### config.mk
export PLATFORM = sky130hd
export DESIGN_NAME = uno_sched_flat
export DESIGN_NICKNAME = d
export VERILOG_FILES = /design/src/rtl/uno_sched_if.sv /design/src/rtl/uno_sched.sv /design/src/flat_wrapper.sv
export SDC_FILE = /design/constraint.sdc
export NUM_CORES = 1
export LEC_CHECK = 0
export BUFFER_PORTS_ARGS = -buffer_cell sky130_fd_sc_hd__buf_2
export CAP_MARGIN = 0
export CORE_MARGIN = 10
export CORE_UTILIZATION = 45
export CTS_BUF_LIST = sky130_fd_sc_hd__clkbuf_4
export DETAILED_ROUTE_END_ITERATION = 10
export GPL_ROUTABILITY_DRIVEN = 0
export GPL_TIMING_DRIVEN = 0
export HOLD_SLACK_MARGIN = 0.08
export PLACE_DENSITY = 0.78
export SETUP_SLACK_MARGIN = 0.4
export SLEW_MARGIN = 15
export SYNTH_ARGS = -nofsm -noshare
export SYNTH_HDL_FRONTEND = slang
export SYNTH_SLANG_ARGS = --single-unit
### constraint.sdc
create_clock -name clk -period 3.95 [get_ports clk]
set_clock_uncertainty 0.2 [all_clocks]
set_input_delay 0.1975 -clock clk [delete_from_list [all_inputs] [get_ports clk]]
set_output_delay 0.1975 -clock clk [all_outputs]
set_load 0.01 [all_outputs]
### src/rtl/uno_sched_if.sv
// Command-side interface of the uno_sched scheduler.
// The master (command issuer) drives the command fields and abort; the
// slave (scheduler) answers with cmd_rdy.
interface uno_sched_if #(
    parameter int CNT_BW = 8
);
    logic              cmd_vld;
    logic              cmd_rdy;
    logic [1:0]        cmd_op;
    logic [CNT_BW-1:0] cmd_len;
    logic              abort;

    modport master (
        output cmd_vld,
        output cmd_op,
        output cmd_len,
        output abort,
        input  cmd_rdy
    );

    modport slave (
        input  cmd_vld,
        input  cmd_op,
        input  cmd_len,
        input  abort,
        output cmd_rdy
    );
endinterface

### src/rtl/uno_sched.sv
// uno_sched: command scheduler for a PE array that runs either a gemm
// stream or a unary series (div/exp/log) evaluated in Horner order.
//
// A command (op, len) is accepted in IDLE, streams len weight/coefficient
// indices in RUN, waits ARR_DEP cycles in DRAIN for the array pipeline to
// empty, then pulses done for one cycle in DONE.
//
// Optional feature: define UNO_SCHED_PERF_EN to build a saturating
// busy-cycle counter on perf_cnt; without it perf_cnt is tied to zero.
module uno_sched #(
    parameter int CNT_BW  = 8,
    parameter int ARR_DEP = 16,
    parameter int PERF_BW = 32
) (
    input  logic               clk,
    input  logic               rst,
    uno_sched_if.slave         cmd,
    output logic [1:0]         gemm_uno,
    output logic               x_en,
    output logic               wc_vld,
    output logic [CNT_BW-1:0]  wc_idx,
    output logic               busy,
    output logic               done,
    output logic [PERF_BW-1:0] perf_cnt
);

    // Drain counter only needs to reach ARR_DEP-1; keep at least one bit.
    localparam int DW = (ARR_DEP > 1) ? $clog2(ARR_DEP) : 1;
    localparam logic [DW-1:0] DRAIN_LAST = DW'(ARR_DEP - 1);

    localparam logic [1:0] OP_GEMM = 2'b00;

    typedef enum logic [1:0] {
        IDLE,
        RUN,
        DRAIN,
        DONE
    } state_t;

    state_t state;
    state_t state_nxt;

    logic              accept;
    logic              run_last;
    logic              drain_last;
    logic              is_gemm;

    // rem counts the RUN cycles still to go (including the current one),
    // so a full-scale len never needs a counter value above len.
    logic [CNT_BW-1:0] rem_q;
    logic [CNT_BW-1:0] idx_q;
    logic              first_q;
    logic [DW-1:0]     drain_q;

    assign accept     = (state == IDLE) && cmd.cmd_vld;
    assign run_last   = (rem_q == CNT_BW'(1));
    assign drain_last = (drain_q == DRAIN_LAST);
    assign is_gemm    = (gemm_uno == OP_GEMM);

    // State register; reset lands directly in IDLE, dropping any command.
    always_ff @(posedge clk or posedge rst) begin
        if (rst) begin
            state <= IDLE;
        end else begin
            state <= state_nxt;
        end
    end

    // Next-state logic; abort wins over every other transition outside IDLE.
    always_comb begin
        state_nxt = state;
        case (state)
            IDLE: begin
                if (accept) begin
                    if (cmd.cmd_len == '0) begin
                        state_nxt = DONE;
                    end else begin
                        state_nxt = RUN;
                    end
                end
            end
            RUN: begin
                if (cmd.abort) begin
                    state_nxt = IDLE;
                end else if (run_last) begin
                    state_nxt = DRAIN;
                end
            end
            DRAIN: begin
                if (cmd.abort) begin
                    state_nxt = IDLE;
                end else if (drain_last) begin
                    state_nxt = DONE;
                end
            end
            DONE: begin
                state_nxt = IDLE;
            end
            default: begin
                state_nxt = IDLE;
            end
        endcase
    end

    // Command latch: mode is kept until the next accepted command, so the
    // array still sees the last mode while idle or after an abort.
    always_ff @(posedge clk or posedge rst) begin
        if (rst) begin
            gemm_uno <= OP_GEMM;
        end else if (accept) begin
            gemm_uno <= cmd.cmd_op;
        end
    end

    // RUN bookkeeping: remaining-cycle count, coefficient index and the
    // first-cycle marker used to feed operands once for unary series.
    always_ff @(posedge clk or posedge rst) begin
        if (rst) begin
            rem_q   <= '0;
            idx_q   <= '0;
            first_q <= 1'b0;
        end else if (accept) begin
            rem_q   <= cmd.cmd_len;
            first_q <= 1'b1;
            if (cmd.cmd_op == OP_GEMM || cmd.cmd_len == '0) begin
                idx_q <= '0;
            end else begin
                idx_q <= cmd.cmd_len - CNT_BW'(1);
            end
        end else if (state == RUN) begin
            first_q <= 1'b0;
            if (rem_q != '0) begin
                rem_q <= rem_q - CNT_BW'(1);
            end
            if (is_gemm) begin
                if (idx_q != '1) begin
                    idx_q <= idx_q + CNT_BW'(1);
                end
            end else begin
                if (idx_q != '0) begin
                    idx_q <= idx_q - CNT_BW'(1);
                end
            end
        end
    end

    // Drain timer: counts cycles spent in DRAIN, cleared everywhere else.
    always_ff @(posedge clk or posedge rst) begin
        if (rst) begin
            drain_q <= '0;
        end else if (state == DRAIN) begin
            drain_q <= drain_q + DW'(1);
        end else begin
            drain_q <= '0;
        end
    end

    // Outputs are decoded from the state so they change exactly on the
    // edges that move the FSM; done is masked by abort so an aborted DONE
    // cycle reports no completion.
    assign cmd.cmd_rdy = (state == IDLE);
    assign busy        = (state != IDLE);
    assign wc_vld      = (state == RUN);
    assign x_en        = (state == RUN) && (is_gemm || first_q);
    assign wc_idx      = (state == RUN) ? idx_q : '0;
    assign done        = (state == DONE) && !cmd.abort;

`ifdef UNO_SCHED_PERF_EN
    // Busy-cycle counter, saturating at all-ones; only reset clears it.
    always_ff @(posedge clk or posedge rst) begin
        if (rst) begin
            perf_cnt <= '0;
        end else if (busy && (perf_cnt != '1)) begin
            perf_cnt <= perf_cnt + PERF_BW'(1);
        end
    end
`else
    assign perf_cnt = '0;
`endif

endmodule

### src/flat_wrapper.sv
// flat-port wrapper written by rule: the top's interface ports become plain ports
module uno_sched_flat 
#(
    parameter int CNT_BW  = 8,
    parameter int ARR_DEP = 16,
    parameter int PERF_BW = 32
)
  (clk, rst, gemm_uno, x_en, wc_vld, wc_idx, busy, done, perf_cnt, cmd_cmd_vld, cmd_cmd_op, cmd_cmd_len, cmd_abort, cmd_cmd_rdy);
  uno_sched_if #(.CNT_BW(CNT_BW)) cmd_i ();
  input  logic clk;
  input  logic rst;
  output logic [1:0] gemm_uno;
  output logic x_en;
  output logic wc_vld;
  output logic [CNT_BW-1:0] wc_idx;
  output logic busy;
  output logic done;
  output logic [PERF_BW-1:0] perf_cnt;
  input wire logic [$bits(cmd_i.cmd_vld)-1:0] cmd_cmd_vld;
  input wire logic [$bits(cmd_i.cmd_op)-1:0] cmd_cmd_op;
  input wire logic [$bits(cmd_i.cmd_len)-1:0] cmd_cmd_len;
  input wire logic [$bits(cmd_i.abort)-1:0] cmd_abort;
  output wire logic [$bits(cmd_i.cmd_rdy)-1:0] cmd_cmd_rdy;
  assign cmd_i.cmd_vld = cmd_cmd_vld;
  assign cmd_i.cmd_op = cmd_cmd_op;
  assign cmd_i.cmd_len = cmd_cmd_len;
  assign cmd_i.abort = cmd_abort;
  assign cmd_cmd_rdy = cmd_i.cmd_rdy;
  uno_sched #(.CNT_BW(CNT_BW), .ARR_DEP(ARR_DEP), .PERF_BW(PERF_BW)) u_core (.clk(clk), .rst(rst), .cmd(cmd_i), .gemm_uno(gemm_uno), .x_en(x_en), .wc_vld(wc_vld), .wc_idx(wc_idx), .busy(busy), .done(done), .perf_cnt(perf_cnt));
endmodule
# Word-level counts from Yosys, hierarchy flattened
# Index checks and enable logic that the tools add are counted.
dict set report totals {
  ff_bits 25
  latch_bits 0
  ram_bits 0
  mem_bits_ro 0
  input_bits 14
  output_inout_bits 47
  word_cells 60
  n_memories 0
}
dict set report op_classes {
  n_addsub 5
  mul 0
  n_div 0
  n_lt_le_gt_ge 0
  n_eq_ne 10
  shift 0
  mux 20
  bitwise_logic 0
  n_reduce_logical 19
}
# cell n
set op_table {}
lappend op_table {{two-way mux 8 bit} 10}
lappend op_table {{subtractor 8 x 1 -> 8 bit, second input constant} 3}
lappend op_table {{nonzero test 8 bit} 2}
lappend op_table {{two-way mux 2 bit} 6}
lappend op_table {{adder 8 x 1 -> 8 bit, second input constant} 1}
lappend op_table {{equality test 8 x 1 -> 1 bit, second input constant} 1}
lappend op_table {{logical NOT 8 bit} 1}
lappend op_table {{!= test 8 bit, second input constant} 1}
lappend op_table {{one-hot mux 2 bit (4 select lines)} 1}
lappend op_table {{logical NOT 2 bit} 3}
lappend op_table {{!= test 3 x 2 -> 1 bit, second input constant} 2}
lappend op_table {{AND reduction 3 bit} 2}
lappend op_table {{nonzero test 2 bit} 3}
lappend op_table {{adder 4 x 1 -> 4 bit, second input constant} 1}
lappend op_table {{equality test 2 bit, second input constant} 2}
lappend op_table {{equality test 4 bit, second input constant} 1}
lappend op_table {{two-way mux 4 bit} 1}
lappend op_table {{logical AND 1 bit} 3}
lappend op_table {{!= test 3 x 1 -> 1 bit, second input constant} 1}
lappend op_table {{nonzero test 3 bit} 1}
lappend op_table {{equality test 2 x 1 -> 1 bit, second input constant} 1}
lappend op_table {{logical OR 1 bit} 2}
lappend op_table {{two-way mux 1 bit} 2}
lappend op_table {{!= test 2 x 1 -> 1 bit, second input constant} 1}
lappend op_table {{2 further kinds} 2}

# Logic depth before layout (Yosys ltp)
dict set report depth {
  depth_word 5
  mapped_depth 9
}

# Worst setup path after synthesis
# OpenSTA, ideal clock, no wires.
dict set report synth_path {
  path_type {reg-to-reg}
  from {reg u_core.gemm_uno[1]}
  to {reg u_core.idx_q[4]}
  setup_ps 90
  arrival_ps 2147
  slack_ps 1514
  path_stages_with_launch 9
  path_buffers 1
  synth_period_minus_slack_ps 2436
  cell_sequence {dfrtp_1 nor2_1 clkbuf_1 xnor2_1 ha_1 o31a_1 o31a_1 or4_1 o2111ai_1}
}
dict set report synth_between {
  elab_chain_cells 4
}
# item line_no
set synth_lines {}
lappend synth_lines {{start, declared} uno_sched.sv:18} ;# output logic [1:0] gemm_uno,
lappend synth_lines {{start signal, assigned} uno_sched.sv:111} ;# gemm_uno <= cmd.cmd_op;
lappend synth_lines {{logical NOT 2 bit (*)} uno_sched.sv:58} ;# assign is_gemm = (gemm_uno == OP_GEMM);
lappend synth_lines {{two-way mux 8 bit} uno_sched.sv:135} ;# if (is_gemm) begin
lappend synth_lines {{two-way mux 8 bit} uno_sched.sv:130} ;# end else if (state == RUN) begin
lappend synth_lines {{two-way mux 8 bit} uno_sched.sv:122} ;# end else if (accept) begin
lappend synth_lines {{end signal, assigned} uno_sched.sv:128} ;# idx_q <= cmd.cmd_len - CNT_BW'(1);
lappend synth_lines {{end signal, assigned} uno_sched.sv:137} ;# idx_q <= idx_q + CNT_BW'(1);
lappend synth_lines {{end signal, assigned} uno_sched.sv:141} ;# idx_q <= idx_q - CNT_BW'(1);
lappend synth_lines {{end, declared} uno_sched.sv:51} ;# logic [CNT_BW-1:0] idx_q;
# Every way passes the cells marked *; elsewhere a longest branch is shown, timed or not. The select of a mux whose other input is x is not followed.
# A chain may end at the register's enable or synchronous reset.

# Worst setup path after layout
dict set report layout_path {
  from {reg u_core.gemm_uno[0]}
  to {reg u_core.idx_q[4]}
}
# The elaborated chain is that of the path after synthesis.

==> results.rst <==
.. list-table::
   :header-rows: 1

   * - Metric
     - Value
   * - Outcome
     - complete, no violations
   * - Setup tns final
     - 0 ps
   * - VDD IR max
     - 0.305 mV
   * - FFs w/ async S/R, synth
     - 100%
   * - Biggest area consumer among synthesized cells
     - dfrtp_1
   * - Inst Count DP
     - slightly below 400
   * - Kind of critical path
     - reg -> reg
   * - Number of clock buffers inserted by TritonCTS
     - 3
   * - Placed wire-length estimate after detailed placement
     - 4400 um
   * - Nature of the critical path startpoint
     - register
   * - Fin crit period
     - 2690 ps
   * - Clock transition at the registers of the reported paths
     - 160 ps
   * - Total design power
     - around 2 mW
   * - Class of the tightest hold or removal check
     - reg -> reg
   * - WL per Instance
     - roughly 14 um
   * - Final worst-path cycle share
     - slightly below 70%
   * - Max Cap Violations
     - 0
   * - RSZ-0062 raised after global routing
     - no
   * - Number of register bits inferred by synthesis
     - 25
   * - Minimum hold slack
     - 281 ps
   * - Worst-Skew Late Latency
     - approximately 330 ps
   * - Routed Wire Length
     - 5660 um
   * - Final std cell area, no fill
     - about 2700 um2
   * - Number of clock sinks seen by CTS
     - 25
   * - Highest-count cells in the layout ignoring fill and taps
     - 32 x buf_4, 32 x conb_1, 29 x buf_2
   * - Count of hold buffers inserted by post-cts repair
     - 14
   * - Initial cell density of the core
     - 46.5%
   * - Max Slew Vio Count
     - 0
   * - Maximum count of clock buffers along a single path
     - 2
   * - Share of Yosys cell area claimed by the top area cell type
     - about 28%
   * - IO Port Bufs
     - 28
   * - Detailed router's first-iteration violation count
     - 125
   * - Capturing element type of the critical path
     - register
   * - Final-stage net count
     - 373
   * - Global-route wire length before repair
     - 9870 um
   * - Headroom to the max-slew limit
     - 35.2%
   * - H-tree level count
     - 1
   * - Non-filler instance count after layout
     - 415
   * - # resized after CTS
     - 0
   * - Unique cell type count in the Yosys netlist
     - 62
   * - Area of the die
     - 8120 um2
   * - Placeable core area
     - between 4000 and 5000 um2
   * - Number of cells produced by synthesis
     - 271
   * - Largest cells by area after synthesis
     - dfrtp_1 28%, buf_4 11%, ha_1 5.7%, nor2_1 4.4%, nand2_1 3.9%
   * - Post-CTS Setup Repair Bufs
     - 0
   * - Synth Warn #
     - 0
   * - Antenna fix cells
     - 0
   * - Flip-flop cell with the highest count after synthesis
     - dfrtp_1
   * - Final setup fails
     - 0
   * - Placed standard-cell area
     - 2550 um2
   * - Static Leak
     - ~1.3 nW
   * - Avg Cell Area, Syn
     - 8.16 um2
   * - Vias in the first global route
     - 2,065
   * - Post-route ant nets
     - 0
   * - Fraction of the core area covered by cells at the end of the flow
     - 57.3%
   * - Worst-path fanout max
     - 10
   * - Endpoint required time on the critical path
     - 4010 ps
   * - Post-route worst setup slack
     - 1260 ps
   * - Detailed-routing iteration count for the pre-antenna-repair pass
     - 5
   * - Power per cell area
     - 729 nW/um2
   * - Data arrival at the endpoint of the critical path
     - 2760 ps
   * - CTS root buffer
     - clkbuf_4
   * - Count of endpoints failing hold in the final timing report
     - 0
   * - Global route overflow
     - 0
   * - Horiz. Die Dim
     - between 90 and 100 um
   * - Slew at the pin closest to its max-slew limit
     - approximately 970 ps
   * - Synth-to-Final Area Change
     - 23.1%
   * - Vias per inst
     - around 5.1
   * - Layout cells sized above 1
     - roughly 22%
   * - Row cnt
     - 25
   * - Netlist Area Pre-Place
     - 2210 um2
   * - Vertical die dimension
     - 90.1 um
   * - DRC viols
     - 0
   * - Pin count of the biggest net entering global routing
     - 26
   * - Via count
     - 2,113
   * - Count of pins on the block boundary
     - 61
   * - Pre-CTS worst setup slack
     - 1270 ps
   * - Number of antenna violations at the first check in global routing
     - 0
   * - Seq/Total Area, Yosys
     - 28.3%
   * - EDFF count, synth
     - 0
   * - CTS tree
     - done
   * - Gr usage total
     - 13.8%
   * - F_max
     - 0.371 GHz
-- worst paths after layout --
path,start,endpoint,slack [ps],cells after the start
worst max-delay path,u_core.gemm_uno[0]$_DFFE_PP0N_,u_core.idx_q[4]$_DFFE_PP0P_,1260,9
worst min-delay path,u_core.drain_q[0]$_DFF_PP0_,u_core.drain_q[0]$_DFF_PP0_,280,1
worst max register to register,u_core.gemm_uno[0]$_DFFE_PP0N_,u_core.idx_q[4]$_DFFE_PP0P_,1260,9
worst min register to register,u_core.drain_q[0]$_DFF_PP0_,u_core.drain_q[0]$_DFF_PP0_,280,1
max in group asynchronous,rst,u_core.rem_q[1]$_DFFE_PP0P_,2530,3
min in group asynchronous,rst,u_core.gemm_uno[0]$_DFFE_PP0N_,420,3
-- metal layers --
metal / vias to the layer above / wire, um / share of wire, % / track usage [%]
li1: 1062 / - / - / -
met4: 0 / 40 / 0.71 / 2.52
met1: 963 / 2570 / 45 / 17.5
met3: 4 / 405 / 7.2 / 3.57
met2: 84 / 2640 / 47 / 22.9
met5: - / 0 / 0 / 0
-- synth_stat cells, types with 6 or more instances --
master / n
nand3_1: 9
ha_1: 10
o21ai_0: 13
buf_4: 32
and2_1: 8
dfrtp_1: 25
nor2_1: 26
inv_1: 13
nor3_1: 6
nand2_1: 23
clkbuf_1: 10
xnor2_1: 6
a21oi_1: 11
-- state kept, by name, indices dropped and copies added, names as in the netlist --
register / flops
u_core.state: 2
u_core.gemm_uno: 2
u_core.rem_q: 8
u_core.drain_q: 4
u_core.first_q: 1
u_core.idx_q: 8
-- power breakdown --
group	leakage [nW]	internal, mW	switching (mW)
clock	0.0139	0.0388	0.0841
combinational	1.00	0.580	0.763
sequential	0.307	0.372	0.147
total	1.32	0.990	0.994
-- cells by family (layout without fill, tap and decap cells) --
kind of cell	Yosys count	in the layout	synth area share [%]
AND/OR/NAND/NOR	104	104	25.5
AO/OA/AOI/OAI	59	59	19.1
buffers and inverters	58	104	15.3
flip-flops	25	25	28.3
adder cells (fa/ha/maj)	10	10	5.66
XOR/XNOR	8	8	3.17
multiplexers	6	6	2.83
other	1	32	0.170
-- cell type report --
| cell class | instances | area (um2) |
|---|---|---|
| sequential | 25 | 626 |
| timing repair buffer | 42 | 280 |
| inverter | 14 | 52.6 |
| fill | 449 | 2030 |
| clock buffer | 3 | 22.5 |
| clock inverter | 1 | 7.51 |
| buffer | 44 | 287 |
| multi-input combinational | 219 | 1360 |
| tap | 67 | 83.8 |
-- worst max-delay path: stages, from the launching register on --
cell and delay (ps):
dfrtp_1 490, nor2_1 190, clkbuf_1 410, xnor2_1 180
ha_1 250, and3_1 200, o21ai_0 90, o31a_1 150
or4_1 390, o2111ai_1 80
Power figures use the tool's default switching activity.
